==> config.mk <==
export PLATFORM = sky130hd
export DESIGN_NAME = exc_ctrl
export DESIGN_NICKNAME = d
export VERILOG_FILES = /design/src/rtl/exc_ctrl.sv
export SDC_FILE = /design/constraint.sdc
export NUM_CORES = 1
export LEC_CHECK = 0
export BUFFER_PORTS_ARGS = -buffer_cell sky130_fd_sc_hd__buf_2
export CORE_MARGIN = 5
export CORE_UTILIZATION = 41
export DETAILED_ROUTE_END_ITERATION = 10
export MAX_ROUTING_LAYER = met4
export PLACE_DENSITY = 0.84
export SLEW_MARGIN = 0
export SYNTH_ARGS = -nofsm -noshare
export SYNTH_HDL_FRONTEND = slang
export SYNTH_SLANG_ARGS = --single-unit
==> constraint.sdc <==
create_clock -name clk -period 2.05 [get_ports clk]
set_clock_uncertainty 0.05 [all_clocks]
set_input_delay 0.3075 -clock clk [delete_from_list [all_inputs] [get_ports clk]]
set_output_delay 0.3075 -clock clk [all_outputs]
set_load 0.02 [all_outputs]
==> src/rtl/exc_ctrl.sv <==
// Commit-stage exception/interrupt/eret controller: prioritises causes, emits a
// one-cycle event strobe to CP0, then flushes and redirects fetch until accepted.
module exc_ctrl #(
    parameter logic [31:0] VEC_BEV  = 32'hBFC0_0380,
    parameter logic [31:0] VEC_NORM = 32'h8000_0180
) (
    input  logic        clk,
    input  logic        resetn,
    input  logic        m_valid,
    input  logic        m_stall,
    input  logic [31:0] m_pc,
    input  logic [31:0] m_addr,
    input  logic        m_bd,
    input  logic        m_if_adel,
    input  logic        m_ri,
    input  logic        m_sys,
    input  logic        m_bp,
    input  logic        m_ov,
    input  logic        m_ld_adel,
    input  logic        m_st_ades,
    input  logic        m_eret,
    input  logic        int_req,
    input  logic        bev,
    input  logic [31:0] cp0_epc,
    output logic        exc_valid,
    output logic        exc_bd,
    output logic        exc_eret,
    output logic [4:0]  exc_excode,
    output logic [31:0] exc_epc,
    output logic [31:0] exc_badvaddr,
    output logic        flush,
    output logic        redirect_valid,
    output logic [31:0] redirect_pc,
    input  logic        redirect_ready
);
    typedef enum logic [0:0] {IDLE, REDIRECT} state_t;

    // Bit 8 is the highest priority cause, bit 0 (eret) the lowest.
    localparam logic [4:0] CAUSE_CODE [0:8] = '{5'd0, 5'd5, 5'd4, 5'd12, 5'd9, 5'd8, 5'd10, 5'd4, 5'd0};

    state_t      state_reg, state_next;
    logic        exc_valid_reg, exc_bd_reg, exc_eret_reg;
    logic [4:0]  exc_excode_reg, exc_excode_next;
    logic [31:0] exc_epc_reg, exc_epc_next;
    logic [31:0] exc_badvaddr_reg, exc_badvaddr_next;
    logic [31:0] redirect_pc_reg, redirect_pc_next;

    logic [8:0]  cause_vec;
    logic [8:0]  win;
    logic [4:0]  code_term [0:8];
    logic        capture;

    assign cause_vec = {int_req, m_if_adel, m_ri, m_sys, m_bp, m_ov, m_ld_adel, m_st_ades, m_eret};
    assign capture   = (state_reg == IDLE) && m_valid && !m_stall && (|cause_vec);

    genvar gi;
    generate
        for (gi = 0; gi < 9; gi++) begin : g_prio
            assign win[gi]       = cause_vec[gi] && ((cause_vec >> (gi + 1)) == 9'd0);
            assign code_term[gi] = win[gi] ? CAUSE_CODE[gi] : 5'd0;
        end
    endgenerate

    always_comb begin
        exc_excode_next = 5'd0;
        for (int i = 0; i < 9; i++) begin
            exc_excode_next = exc_excode_next | code_term[i];
        end
        exc_epc_next      = m_bd ? (m_pc - 32'd4) : m_pc;
        exc_badvaddr_next = 32'd0;
        if (win[7]) begin
            exc_badvaddr_next = m_pc;
        end else if (win[2] || win[1]) begin
            exc_badvaddr_next = m_addr;
        end
        redirect_pc_next = win[0] ? cp0_epc : (bev ? VEC_BEV : VEC_NORM);
    end

    always_comb begin
        state_next = state_reg;
        case (state_reg)
            IDLE:     if (capture) state_next = REDIRECT;
            REDIRECT: if (redirect_ready) state_next = IDLE;
            default:  state_next = IDLE;
        endcase
    end

    always_ff @(posedge clk) begin
        if (!resetn) begin
            state_reg        <= IDLE;
            exc_valid_reg    <= 1'b0;
            exc_bd_reg       <= 1'b0;
            exc_eret_reg     <= 1'b0;
            exc_excode_reg   <= 5'd0;
            exc_epc_reg      <= 32'd0;
            exc_badvaddr_reg <= 32'd0;
            redirect_pc_reg  <= 32'd0;
        end else begin
            state_reg     <= state_next;
            exc_valid_reg <= capture;
            if (capture) begin
                exc_bd_reg       <= m_bd;
                exc_eret_reg     <= win[0];
                exc_excode_reg   <= exc_excode_next;
                exc_epc_reg      <= exc_epc_next;
                exc_badvaddr_reg <= exc_badvaddr_next;
                redirect_pc_reg  <= redirect_pc_next;
            end
        end
    end

    assign exc_valid      = exc_valid_reg;
    assign exc_bd         = exc_bd_reg;
    assign exc_eret       = exc_eret_reg;
    assign exc_excode     = exc_excode_reg;
    assign exc_epc        = exc_epc_reg;
    assign exc_badvaddr   = exc_badvaddr_reg;
    assign flush          = (state_reg == REDIRECT);
    assign redirect_valid = (state_reg == REDIRECT);
    assign redirect_pc    = redirect_pc_reg;
endmodule

Word level (Yosys, flattened, before mapping)
Index checks and enable logic that the tools add are counted.
- register bits after elaboration: 105
- word-level logic and storage cells: 53
- input bits: 112
- output and inout bits: 106
- reductions and logical operators: 22
- add/subtract/negate cells: 1
- mux-type cells: 15
- bitwise gates (word level): 7
- operator list (cell ; count):
    32-bit two-way mux ; 4
    9-bit logical NOT ; 8
    32-bit by 3-bit subtractor with 32-bit output (second input constant) ; 1
    30-bit two-way mux ; 1
    4-bit two-way mux ; 4
    4-bit OR ; 3
    1-bit logical AND ; 11
    3-bit two-way mux ; 3
    9-bit OR reduction ; 1
    3-bit by 4-bit OR with 4-bit output ; 1
    4-bit by 3-bit OR with 4-bit output ; 1
    3-bit OR ; 1
    1-bit two-way mux ; 2
    1-bit one-hot mux with 2 select lines ; 1
    1-bit logical NOT ; 1
    1-bit logical OR ; 1
    1-bit NOT ; 1

Depth between registers and ports, before layout
- depth after elaboration: 9
- mapped depth: 7
- mapped depth without buffers: 6

Worst setup path before layout
Ideal clock, no wire load.
- path kind: input port to flip-flop
- start: in m_pc[3]
- end: reg exc_epc_reg[31], in the netlist exc_epc[31]
- setup time: 0.136 ns
- path buffers: 3
- arrival: 2.014 ns
- path slack: -0.151 ns
- cell stages on the path: 7
- required time: 1.864 ns
- cell sequence: or4b_1 -> buf_2 -> or4_4 -> buf_6 -> clkbuf_1 -> o31ai_1 -> a31oi_1
- word-level cells in the longest chain between the ends: 2
- ends and longest elaborated chain (item ; RTL line ; RTL):
    start: declaration ; 11 ; input logic [31:0] m_pc,
    32-bit by 3-bit subtractor with 32-bit output ; 69 ; exc_epc_next = m_bd ? (m_pc - 32'd4) : m_pc;
    32-bit two-way mux ; 69 ;
    end signal: assignment ; 105 ; exc_epc_reg <= exc_epc_next;
    end: declaration ; 44 ; logic [31:0] exc_epc_reg, exc_epc_next;
Every way passes these cells.
A chain may end at the register's enable or synchronous reset.

Final worst setup path
- start: in m_pc[8]
- end: reg exc_epc_reg[17], in the netlist exc_epc[17]
Same word-level chain as after synthesis.

==> summary.txt <==
Timing
  – Fmax: between 0.4 and 0.5 GHz
  – Endpoints failing setup: 0
  – Worst slew margin: 64.1%
  – Fin Hold WS: 131 ps
  – Final Cycle Share: between 90 and 100%
  – Final worst slack: between 20 and 30 ps
  – RSZ-0062 raised after global routing: no
  – Final hold violations: 0
  – Final Slew Violations: 0
  – Least-Margin Pin Slew: 538 ps
  – Minimum clock period: 2020 ps

Yosys
  – Seq/Total Area, Yosys: roughly 47%
  – Synth Register Bits: 104
  – Synth warnings: 0
  – Synth top area share: 47.3%
  – Cells after synthesis: roughly 500
  – Yosys top cell by area: dfxtp_1
  – Ys flop type: dfxtp_1
  – Synth area leaders: dfxtp_1, a221oi_1, nor2_1, nor3_1, a31oi_1
  – Number of flops mapped to enable cells by yosys: 0
  – Post-synth ARST share: 0%
  – Cell variety after synth: 44
  – Mapped cell area: between 0.004 and 0.005 sq mm
  – Mean Syn Cell Area: 8.61 sq um
  – Syn_nets: ~620

Placed design
  – Post-Place Cells: approximately 870
  – HPWL Detailed: 11.6 mm
  – Pre-CTS worst setup slack: -330 ps
  – Routability cong.: 0.889
  – Buffers on Ports: approximately 220

Floorplan
  – CORE AREA: 0.0104 sq mm
  – Die Span X: between 100 and 150 microns
  – Starting Density: between 40% and 50%
  – I/O pin cnt: 218
  – Die height: 114 microns
  – Die Footprint: between 0.01 and 0.015 sq mm
  – Placement row count: 37

Layout
  – Most frequent cells in the layout: buf_2, dfxtp_1, nor2_1
  – Synthesis-to-layout area growth: 39.8%
  – Final Instance Count excl. Fillers: ~880
  – Most common cell after layout, fill and taps aside: buf_2
  – Nets: 855
  – Number of diodes: 0
  – Layout cell share with drive strength beyond 1: 39.8%

Pwr
  – Logic pwr share: 18.8%
  – Sw Pwr: 1.29 mW
  – Clock group share of total power: 29.3%
  – Sw Ratio: a little under a third
  – Flop pwr share: about half
  – Power Density: 682 mW/mm^2
  – Pwr Total: around 4.2 mW
  – Leakage power: 2.70 nW
  – Worst IR drop on VDD: 371 uV
  – Int Power: 2.91 mW

Global route
  – First-pass GRT wire length: approximately 24 mm
  – Vias in the first global route: 4,948
  – GRT met2 Usage: between 40% and 50%
  – Gr ovfl total: 0
  – GR Util met1: between 20% and 30%
  – GRT met3 Usage: under 10%
  – Largest net degree at the start of global routing: slightly above 60
  – GR Util All Layers: 23.1%
  – Busiest grt layer: met2
  – Initial antenna violation count: 0

Critical path
  – Worst flop-to-flop path startpoint: flush
  – Startpoint types: input pin
  – CP Max Fanout: 10
  – RR Endpoint: redirect_pc[2]
  – Worst reg2reg path depth: 5
  – WP data arrival: 2250 ps
  – Reg2Reg Setup Slack: approximately 290 ps
  – CP Data Required Time: between 2000 and 2500 ps
  – Worst setup EP type: flip-flop
  – Setup CP Type: input pin to flip-flop

Clocking
  – Clock Path Buffers: 2
  – Worst-path clk slew: 120 ps
  – H-tree Lvls: 3
  – Post-CTS setup buffer count: 0
  – CTS tree: built
  – CTS sink count: 104
  – Root Driver: clkbuf_8
  – Post-CTS resize count: 0
  – Total CTS buffers: 9
  – Hold_buf cts: 0
  – Worst skew pair latency: 360 ps

Outcome
  – Status: complete, no violations

Detailed routing
  – Final wirelength: 15.2 mm
  – Via count: 5,045
  – Drt first-iter violations: between 400 and 500
  – Vias per inst: 5.71
  – TritonRoute pass-1 iters: 5
  – Residual DRC: 0
  – Per-cell routed wire length: around 17 microns
  – Antenna Nets Post-Route: 0

Worst hold path
  – Worst Hold End: redirect_pc[16]
  – Hold Path Stages: 3
  – Hold/Removal Path Class: input pin to flip-flop
  – Worst hold start: cp0_epc[16]

Run
  – Maxcap violations: 0
==> synthesized netlist by cell type, types with 2 or more instances <==
library cell / count
buf_4: 2
xor2_1: 6
o41ai_1: 2
o21ai_0: 10
inv_1: 2
nor3_1: 39
nand2b_1: 3
nand3_1: 3
clkbuf_1: 45
o221a_1: 3
o211ai_1: 2
xnor2_1: 5
a31oi_1: 27
a21oi_1: 12
or3_1: 11
nor2_1: 71
a22oi_1: 20
o31ai_1: 12
nand2_1: 33
a221oi_1: 32
nor4_1: 5
o21ai_1: 14
or4_1: 17
dfxtp_1: 104
or4b_1: 2
a211oi_1: 9
or2_2: 3
==> how the worst max path moves through the flow <==
| stage | from | slack (ps) | cells after the start | to |
|---|---|---|---|---|
| floorplan | m_pc[3] | -110 | 6 | exc_epc[19] |
| global placement | m_pc[8] | -240 | 5 | exc_epc[31] |
| detailed placement | m_pc[8] | -330 | 6 | exc_epc[17] |
| CTS | m_pc[8] | 50 | 6 | exc_epc[17] |
| global route | m_pc[8] | 20 | 6 | exc_epc[17] |
| finish | m_pc[8] | 30 | 6 | exc_epc[17] |
==> routing by layer <==
metal	wire length [microns]	part of all wire, %
met1	5750	38
met2	7890	52
met3	1340	8.8
met4	272	1.8
met5	0	0
==> power by group through the flow <==
stage | Sequential (mW) | Combinational, mW | Clock (mW)
CTS | 2.18 | 0.788 | 1.26
detailed placement | 2.22 | 0.787 | 0
global placement | 2.22 | 0.762 | 0
finish | 2.18 | 0.787 | 1.23
global route | 2.19 | 0.850 | 1.35
floorplan | 2.34 | 0.272 | 0
==> stage by stage <==
step                utilization (%)  TNS, ps  area, sq um
CTS                            59.1        0         6150
global placement               57.3    -4940         5970
floorplan                         -     -704         4430
detailed placement             57.3    -9490         5970
global route                   59.1        0         6150
finish                         59.1        0         6150
==> critical path, cell delays in order <==
cell and delay, ps:
buf_2 110, or4_1 560, or4_4 580, buf_4 190, or3_1 310, a31oi_1 180
==> logic make-up (layout without fill, tap and decap cells) <==
kind of cell               Yosys count  count (layout)  share of synthesized area (%)
xor gates and xnor gates            11              11                           2.19
AOI/OAI and AO/OA                  145             145                           23.3
adders and majority gates            1               1                          0.284
DFF                                104             104                           47.3
buffers and inverters               53             289                           4.89
other                                1               1                         0.0852
and+or+nand+nor                    196             196                           22.0
==> layout make-up <==
cell class	instances	area, sq um
clock inverter	7	61.3
fill	903	4260
tap	136	170
clock buffer	9	124
timing repair buffer	270	1560
multi-input combinational	354	2140
sequential	104	2080
inverter	3	11.3
(Power assumes the default switching activity.)
